File: src/rtl/spi_pkg.sv
// spi_pkg: shared state encoding and bit-counter width helper for the SPI memory FSM
package spi_pkg;
   typedef enum logic [2:0] {
      S_IDLE, S_GET_ADDR, S_GOT_ADDR, S_READ_LOAD,
      S_READ_SHIFT, S_WRITE_RECV, S_WRITE_COMMIT, S_DONE
   } state_t;
   function automatic int cnt_w(input int w);
      return $clog2(w + 1);
   endfunction
endpackage

File: src/rtl/spi_bit_counter.sv
// spi_bit_counter: saturating bit counter with clear, increment and last-pulse detect
// ports: clk, reset (sync, active high), clear_i, inc_i, last_o (this increment reaches width)
module spi_bit_counter
   import spi_pkg::*;
#(
   parameter int width = 8
) (
   input  logic clk,
   input  logic reset,
   input  logic clear_i,
   input  logic inc_i,
   output logic last_o
);
   localparam int W = cnt_w(width);
   localparam logic [W-1:0] LAST = W'(width - 1);
   localparam logic [W-1:0] FULL = W'(width);
   logic [W-1:0] cnt_q;
   assign last_o = inc_i && cnt_q == LAST;
   always_ff @(posedge clk) begin
      if (reset || clear_i) cnt_q <= '0;
      else if (inc_i && cnt_q != FULL) cnt_q <= cnt_q + 1'b1;
   end
endmodule

File: src/rtl/spi_mem_fsm.sv
// spi_mem_fsm: SPI slave transaction controller for a small data memory
// ports: clk, reset (sync, active high), chipSelectN, sclkPosEdge/sclkNegEdge (edge pulses),
//        readWrite (1 = read); strobes addrLatchEnable, shiftRegLoad, dataMemWriteEnable,
//        and misoBufferEnable held through the read shift phase
module spi_mem_fsm
   import spi_pkg::*;
#(
   parameter int width = 8
) (
   input  logic clk,
   input  logic reset,
   input  logic chipSelectN,
   input  logic sclkPosEdge,
   input  logic sclkNegEdge,
   input  logic readWrite,
   output logic addrLatchEnable,
   output logic shiftRegLoad,
   output logic misoBufferEnable,
   output logic dataMemWriteEnable
);
   state_t state_q, state_d;
   logic cnt_clr, cnt_inc, cnt_last;
   // only the edge the current state counts is ever fed to the counter
   assign cnt_clr = chipSelectN || state_q == S_IDLE || state_q == S_GOT_ADDR;
   assign cnt_inc = ((state_q == S_GET_ADDR || state_q == S_WRITE_RECV) && sclkPosEdge) ||
                    (state_q == S_READ_SHIFT && sclkNegEdge);
   spi_bit_counter #(.width(width)) u_cnt (
      .clk    (clk),
      .reset  (reset),
      .clear_i(cnt_clr),
      .inc_i  (cnt_inc),
      .last_o (cnt_last)
   );
   always_comb begin
      state_d = state_q;
      if (chipSelectN) state_d = S_IDLE;
      else
         case (state_q)
            S_IDLE:         state_d = S_GET_ADDR;
            S_GET_ADDR:     state_d = cnt_last ? S_GOT_ADDR : S_GET_ADDR;
            S_GOT_ADDR:     state_d = readWrite ? S_READ_LOAD : S_WRITE_RECV;
            S_READ_LOAD:    state_d = S_READ_SHIFT;
            S_READ_SHIFT:   state_d = cnt_last ? S_DONE : S_READ_SHIFT;
            S_WRITE_RECV:   state_d = cnt_last ? S_WRITE_COMMIT : S_WRITE_RECV;
            S_WRITE_COMMIT: state_d = S_DONE;
            default:        state_d = S_DONE;
         endcase
   end
   // outputs are registered from the next state so they stay Moore and glitch-free
   always_ff @(posedge clk) begin
      if (reset) begin
         state_q            <= S_IDLE;
         addrLatchEnable    <= 1'b0;
         shiftRegLoad       <= 1'b0;
         misoBufferEnable   <= 1'b0;
         dataMemWriteEnable <= 1'b0;
      end else begin
         state_q            <= state_d;
         addrLatchEnable    <= state_d == S_GOT_ADDR;
         shiftRegLoad       <= state_d == S_READ_LOAD;
         misoBufferEnable   <= state_d == S_READ_SHIFT;
         dataMemWriteEnable <= state_d == S_WRITE_COMMIT;
      end
   end
endmodule

File: config.mk
export PLATFORM = sky130hd
export DESIGN_NAME = spi_mem_fsm
export DESIGN_NICKNAME = d
export VERILOG_FILES = /design/src/rtl/spi_pkg.sv /design/src/rtl/spi_bit_counter.sv /design/src/rtl/spi_mem_fsm.sv
export SDC_FILE = /design/constraint.sdc
export NUM_CORES = 1
export LEC_CHECK = 0
export BUFFER_PORTS_ARGS = -buffer_cell sky130_fd_sc_hd__buf_2
export CAP_MARGIN = 10
export CORE_AREA = 2 2 39 41
export CTS_CLUSTER_DIAMETER = 100
export DETAILED_ROUTE_END_ITERATION = 8
export DIE_AREA = 0 0 41 43
export HOLD_SLACK_MARGIN = 0.1
export MAX_ROUTING_LAYER = met4
export SLEW_MARGIN = 30
export SYNTH_ARGS = -nofsm -noshare
export SYNTH_HDL_FRONTEND = slang
export SYNTH_SLANG_ARGS = --single-unit
File: constraint.sdc
create_clock -name clk -period 1.42 [get_ports clk]
set_input_delay 0.426 -clock clk [delete_from_list [all_inputs] [get_ports clk]]
set_output_delay 0.426 -clock clk [all_outputs]
set_load 0.01 [all_outputs]
# After elaboration in Yosys (flattened, before gate mapping)
# Index checks and enable logic that the tools add are counted.
[word_totals]
register_bits = 11
in_bits = 6
out_inout_bits = 4
elab_cells = 34
[op_classes]
addsub = 1
eq_ne = 11
muxes = 6
n_reduce_logical = 10
[ops]
columns = ["cell", "n"]
rows = [
  ["$pmux 3 s6", 1],
  ["$eq 3x2->1 const B", 4],
  ["$eq 3x3->1 const B", 4],
  ["$mux 2", 3],
  ["$mux 3", 2],
  ["$logic_or 1x1->1", 5],
  ["$add 4x1->4 const B", 1],
  ["$eq 4x3->1 const B", 1],
  ["$logic_and 1x1->1", 4],
  ["$ne 4x4->1 const B", 1],
  ["$eq 3x1->1 const B", 1],
  ["$logic_not 3->1", 1],
]

# Depth between registers and ports, before layout
[logic_depth]
ltp_word = 9
depth_mapped = 6
mapped_depth_nobuf = 6

# Hierarchy
# Synthesis repeated with hierarchy kept, for this count alone.
[hier_totals]
cells_unflattened = 55
hier_area_um2 = 509.2
[modules_own_cells]
columns = ["mod", "n_inst", "cells_per_inst", "area_each_um2", "seq_area_each_um2"]
rows = [
  ["spi_mem_fsm", 1, 30, 289.0, 140.1],
  ["spi_bit_counter", 1, 25, 220.2, 80.1],
]

# Least setup slack after synthesis
# OpenSTA, ideal clock, no wires.
[synth_path]
path_type = "register -> register"
from = "register u_cnt.cnt_q[0]"
to = "register addrLatchEnable"
setup_ns = 0.061
t_arrival_ns = 1.468
required_ns = 1.359
path_slack_ns = -0.109
stages_incl_launch_ff = 6
n_path_buf = 0
period_less_slack_ns = 1.529
path_cell_list = "dfxtp_1 ha_1 and3b_1 a2111oi_0 a311o_2 and4b_2"
[synth_between]
elab_chain_cells = 6
elab_cells_between_ends = 8
classes_between = "eq/ne (2); mux (5); reduce/logical (1)"
[synth_rtl]
columns = ["element", "line_no", "rtl"]
rows = [
  ["from (decl)", "spi_bit_counter.sv:17", "logic [W-1:0] cnt_q;"],
  ["from (signal assigned)", "spi_bit_counter.sv:21", "else if (inc_i && cnt_q != FULL) cnt_q <= cnt_q + 1'b1;"],
  ["$eq 4x3->1 *", "spi_bit_counter.sv:18", "assign last_o = inc_i && cnt_q == LAST;"],
  ["$logic_and 1x1->1 *", "spi_bit_counter.sv:18", ""],
  ["$mux 2, on equally long branches", "spi_mem_fsm.sv:40, spi_mem_fsm.sv:44, spi_mem_fsm.sv:43", ""],
  ["$pmux 3 s6 *", "spi_mem_fsm.sv:38", "case (state_q)"],
  ["$mux 3 *", "spi_mem_fsm.sv:36", "if (chipSelectN) state_d = S_IDLE;"],
  ["$eq 3x2->1 *", "spi_mem_fsm.sv:59", "addrLatchEnable <= state_d == S_GOT_ADDR;"],
  ["to (signal assigned)", "spi_mem_fsm.sv:53", "addrLatchEnable <= 1'b0;"],
  ["to (signal assigned)", "spi_mem_fsm.sv:59", ""],
  ["to (decl)", "spi_mem_fsm.sv:16", "output logic addrLatchEnable,"],
]
# Every way passes the cells marked *; elsewhere a longest branch is shown, timed or not.
# A chain may end at the register's enable or synchronous reset.

# Worst setup path after layout
[layout_path]
from = "register u_cnt.cnt_q[0]"
to = "register shiftRegLoad"
[layout_between]
elab_chain_cells = 6
elab_cells_between_ends = 8
classes_between = "eq/ne (2); mux (5); reduce/logical (1)"
[layout_rtl]
columns = ["element", "line_no", "rtl"]
rows = [
  ["$eq 4x3->1 *", "spi_bit_counter.sv:18", ""],
  ["$logic_and 1x1->1 *", "spi_bit_counter.sv:18", ""],
  ["$mux 2, on equally long branches", "spi_mem_fsm.sv:40, spi_mem_fsm.sv:44, spi_mem_fsm.sv:43", ""],
  ["$pmux 3 s6 *", "spi_mem_fsm.sv:38", ""],
  ["$mux 3 *", "spi_mem_fsm.sv:36", ""],
  ["$eq 3x2->1 *", "spi_mem_fsm.sv:60", "shiftRegLoad <= state_d == S_READ_LOAD;"],
  ["to (signal assigned)", "spi_mem_fsm.sv:54", "shiftRegLoad <= 1'b0;"],
  ["to (signal assigned)", "spi_mem_fsm.sv:60", ""],
  ["to (decl)", "spi_mem_fsm.sv:17", "output logic shiftRegLoad,"],
]
# Marks and branches as above.

==> key figures <==
Status
  – Status: finished, violations left
  – Violated checks: negative setup slack

Logic synthesis
  – Synth Register Bits: 11
  – Synth area leader: dfxtp_1
  – Post-Syn Nets: 57
  – Avg Cell Area, Syn: 10.5 um^2
  – Post-synthesis cell area: 513 um^2
  – Sequential share of the synthesized area: 42.9%
  – Largest cells by area after synthesis: dfxtp_1 43%, ha_1 4.9%, nor4bb_4 4.9%
  – Area share of the leading cell type in the synthesized netlist: 42.9%
  – Post-synth cell types: 26
  – Syn Inst Count: 49
  – Count of synthesis-stage warnings from yosys: 0

Worst setup path
  – Worst R2R Start: u_cnt.cnt_q[0]
  – R2r setup slk: -0.10 ns
  – Reg2reg end: shiftRegLoad
  – Critical Path End Type: flip-flop
  – Worst reg-to-reg path cell count: 5
  – Worst Path Max Fanout: 5
  – Arrival time at the worst endpoint: 1.70 ns
  – Crit path launch type: flip-flop
  – CP Class: flip-flop to flip-flop
  – Worst Path Required: 1.60 ns

Finish
  – Design area: 736 um^2
  – Multi-input logic area: 300 um^2
  – Antenna Cells: 0
  – Register area: 228 um^2
  – Fillers: 122
  – Layout Nets: 85
  – Layout cell share with drive strength beyond 1: 53.9%
  – Area grow syn2layout: 43.4%
  – Final core area utilization: 53.2%

Timing
  – Hold slack: 0.355 ns
  – Final Cycle Share: 107%
  – Final hold violations: 0
  – Slew HR: 81.9%
  – RSZ-0062 raised after global routing: true
  – Worst-Margin Slew: 0.270 ns
  – Min Tclk post-route: 1.52 ns
  – # setup viols final: 5
  – Max-slew violations: 0
  – Max Fclk: 657 MHz
  – Post-route setup slack: -0.102 ns
  – Clk_skew: 0.00493 ns

Floorplanning
  – Row cnt: 14
  – Die area: 1760 um^2
  – CORE AREA: 1380 um^2
  – Initial core utilization: 37.1%
  – Die width: 41 um
  – Die H: 43 um
  – Num ports: 10

Place
  – Final GP Congestion: 0.758
  – Placed cell area: 697 um^2
  – Hpwl dp: 761 um
  – PortBufs: 9

Clock network
  – Clock Path Buffers: 2
  – # clock sinks: 11
  – Clock Latency Late Sink: 0.26 ns
  – CTS buffer count: 3
  – H-Tree Depth: 1
  – Root Buffer: clkbuf_4
  – Worst-path clk slew: 0.07 ns
  – TritonCTS clock tree: done
  – CTS hold repair buffers: 0

Hold path
  – Worst Hold Depth: 2
  – Min-delay src: reset
  – Hold EP: state_q[0]
  – Hold crit path type: primary input to flip-flop

Power and ir drop
  – Internal: 0.437 mW
  – Maximum VDD drop: 0.484 mV
  – Logic pwr share: 6.4%
  – Part of the power in the clock network: 37.9%
  – Power per cell area: 756 nW/um^2
  – Pleak: 0.314 nW
  – Sw power: 0.119 mW
  – Switching share of power: 21.5%
  – Reg power frac: 55.7%

Routing
  – Vias: 456
  – WL final: 1.01 mm
  – Avg WL per Cell: 10.9 um
  – DR pass1 iterations: 2
  – DRC: 0
  – Antenna-violating nets left: 0
  – Number of vias per cell: 4.96
  – 1st-iter DRT viols: 4

GRT
  – Initial antenna violation count: 0
  – Global route overflow: 0
  – All-layer global routing usage: 15.7%
  – First-pass GRT wire length: 1.77 mm
  – Largest net degree at the start of global routing: 7
  – Vias in the first global route: 428

Job
  – Max-cap viol count: 0
[cell families after synthesis]
logic type | synth area share (%)
simple gates | 26.1
compound gates | 16.8
flops | 42.9
xor+xnor | 5.12
buf+inv | 2.19
fa+ha+maj | 4.88
mux | 1.95
[placed cells by master, fill, tap and decap left out, drive strengths merged, types with 2 or more instances in the layout]
| cell | Yosys | routed |
|---|---|---|
| buf | 0 | 23 |
| dfxtp | 11 | 11 |
| nor2 | 5 | 5 |
| clkbuf | 0 | 4 |
| inv | 3 | 3 |
| o21ai | 3 | 3 |
| nor3 | 2 | 2 |
| xor2 | 2 | 2 |
| a21oi | 2 | 2 |
| and3 | 2 | 2 |
| and3b | 2 | 2 |
| ha | 2 | 2 |
[sequential cells by signal (all words and copies together) (netlist names)]
register and count:
u_cnt.cnt_q 4, state_q 3, dataMemWriteEnable 1, shiftRegLoad 1, misoBufferEnable 1, addrLatchEnable 1
[worst max-delay path by stage]
stage	from	endpoint	slack [ns]	depth (start not counted)
2_1_floorplan	u_cnt.cnt_q[1]	shiftRegLoad	-0.03	5
3_3_place_gp	sclkPosEdge	shiftRegLoad	-0.12	5
3_5_place_dp	sclkPosEdge	shiftRegLoad	-0.13	5
4_1_cts	u_cnt.cnt_q[0]	shiftRegLoad	-0.1	5
5_1_grt	u_cnt.cnt_q[1]	shiftRegLoad	-0.22	5
6_report	u_cnt.cnt_q[0]	shiftRegLoad	-0.10	5
[per-layer routing]
metal,up-vias,part of all wire (%),track usage [%],routed length (um)
li1,236,-,-,-
met1,213,48,19.3,481
met2,5,48,20.6,484
met3,2,2.4,4.71,24
met4,0,1.4,12.0,14
met5,-,0,-,0
[power by group through the flow]
stage	Clock, mW	Combinational [mW]	Sequential [mW]
2_1_floorplan	0	0.0102	0.319
3_3_place_gp	0	0.0347	0.319
3_5_place_dp	0	0.0349	0.319
4_1_cts	0.222	0.0358	0.311
5_1_grt	0.241	0.0395	0.310
6_report	0.211	0.0358	0.310
[worst max-delay path: stages (launching register included)]
cell and delay (ns):
dfxtp_2 0.36, ha_4 0.13, and3b_1 0.20, a2111oi_2 0.08
a311o_2 0.41, nor4bb_4 0.25
[synth_stat cells]
cell / count
a2111oi_0: 1
a21bo_2: 1
a21boi_1: 1
a21o_1: 1
a21oi_1: 2
a311o_2: 1
and2_0: 1
and3_2: 2
and3b_1: 1
and3b_4: 1
and4b_2: 1
and4bb_2: 1
dfxtp_1: 11
ha_1: 2
inv_1: 3
mux2i_1: 1
nand2b_1: 1
nand3b_1: 1
nor2_1: 5
nor3_1: 2
nor4bb_4: 1
o2111ai_1: 1
o211ai_1: 1
o21ai_0: 3
xnor2_1: 1
xor2_1: 2
[final cells by class]
class                   count  share of cell area, %
flip-flops and latches     11                   31.0
well taps                  16                   2.72
clock buffers               4                   3.57
repair buffers             23                   20.4
inverters                   3                   1.53
multi-input cells          35                   40.8
[repair_timing]
| item | 4_1_cts | 5_1_grt |
|---|---|---|
| setup buffers | 0 | 1 |
| pin swaps | 0 | 1 |
| setup endpoints to repair | 6 | 6 |
| resized for setup | 1 | 4 |
[metrics by stage]
stage | power [mW] | setup TNS [ns] | worst slack [ns] | cells
after floorplan | 0.329 | -0.0551 | -0.0283 | 49
after CTS | 0.569 | -0.295 | -0.0963 | 91
after global routing | 0.591 | -0.738 | -0.221 | 92
after global placement | 0.353 | -0.613 | -0.120 | 87
after detailed placement | 0.353 | -0.611 | -0.129 | 87
final | 0.556 | -0.332 | -0.102 | 92
Power figures use the tool's default switching activity.
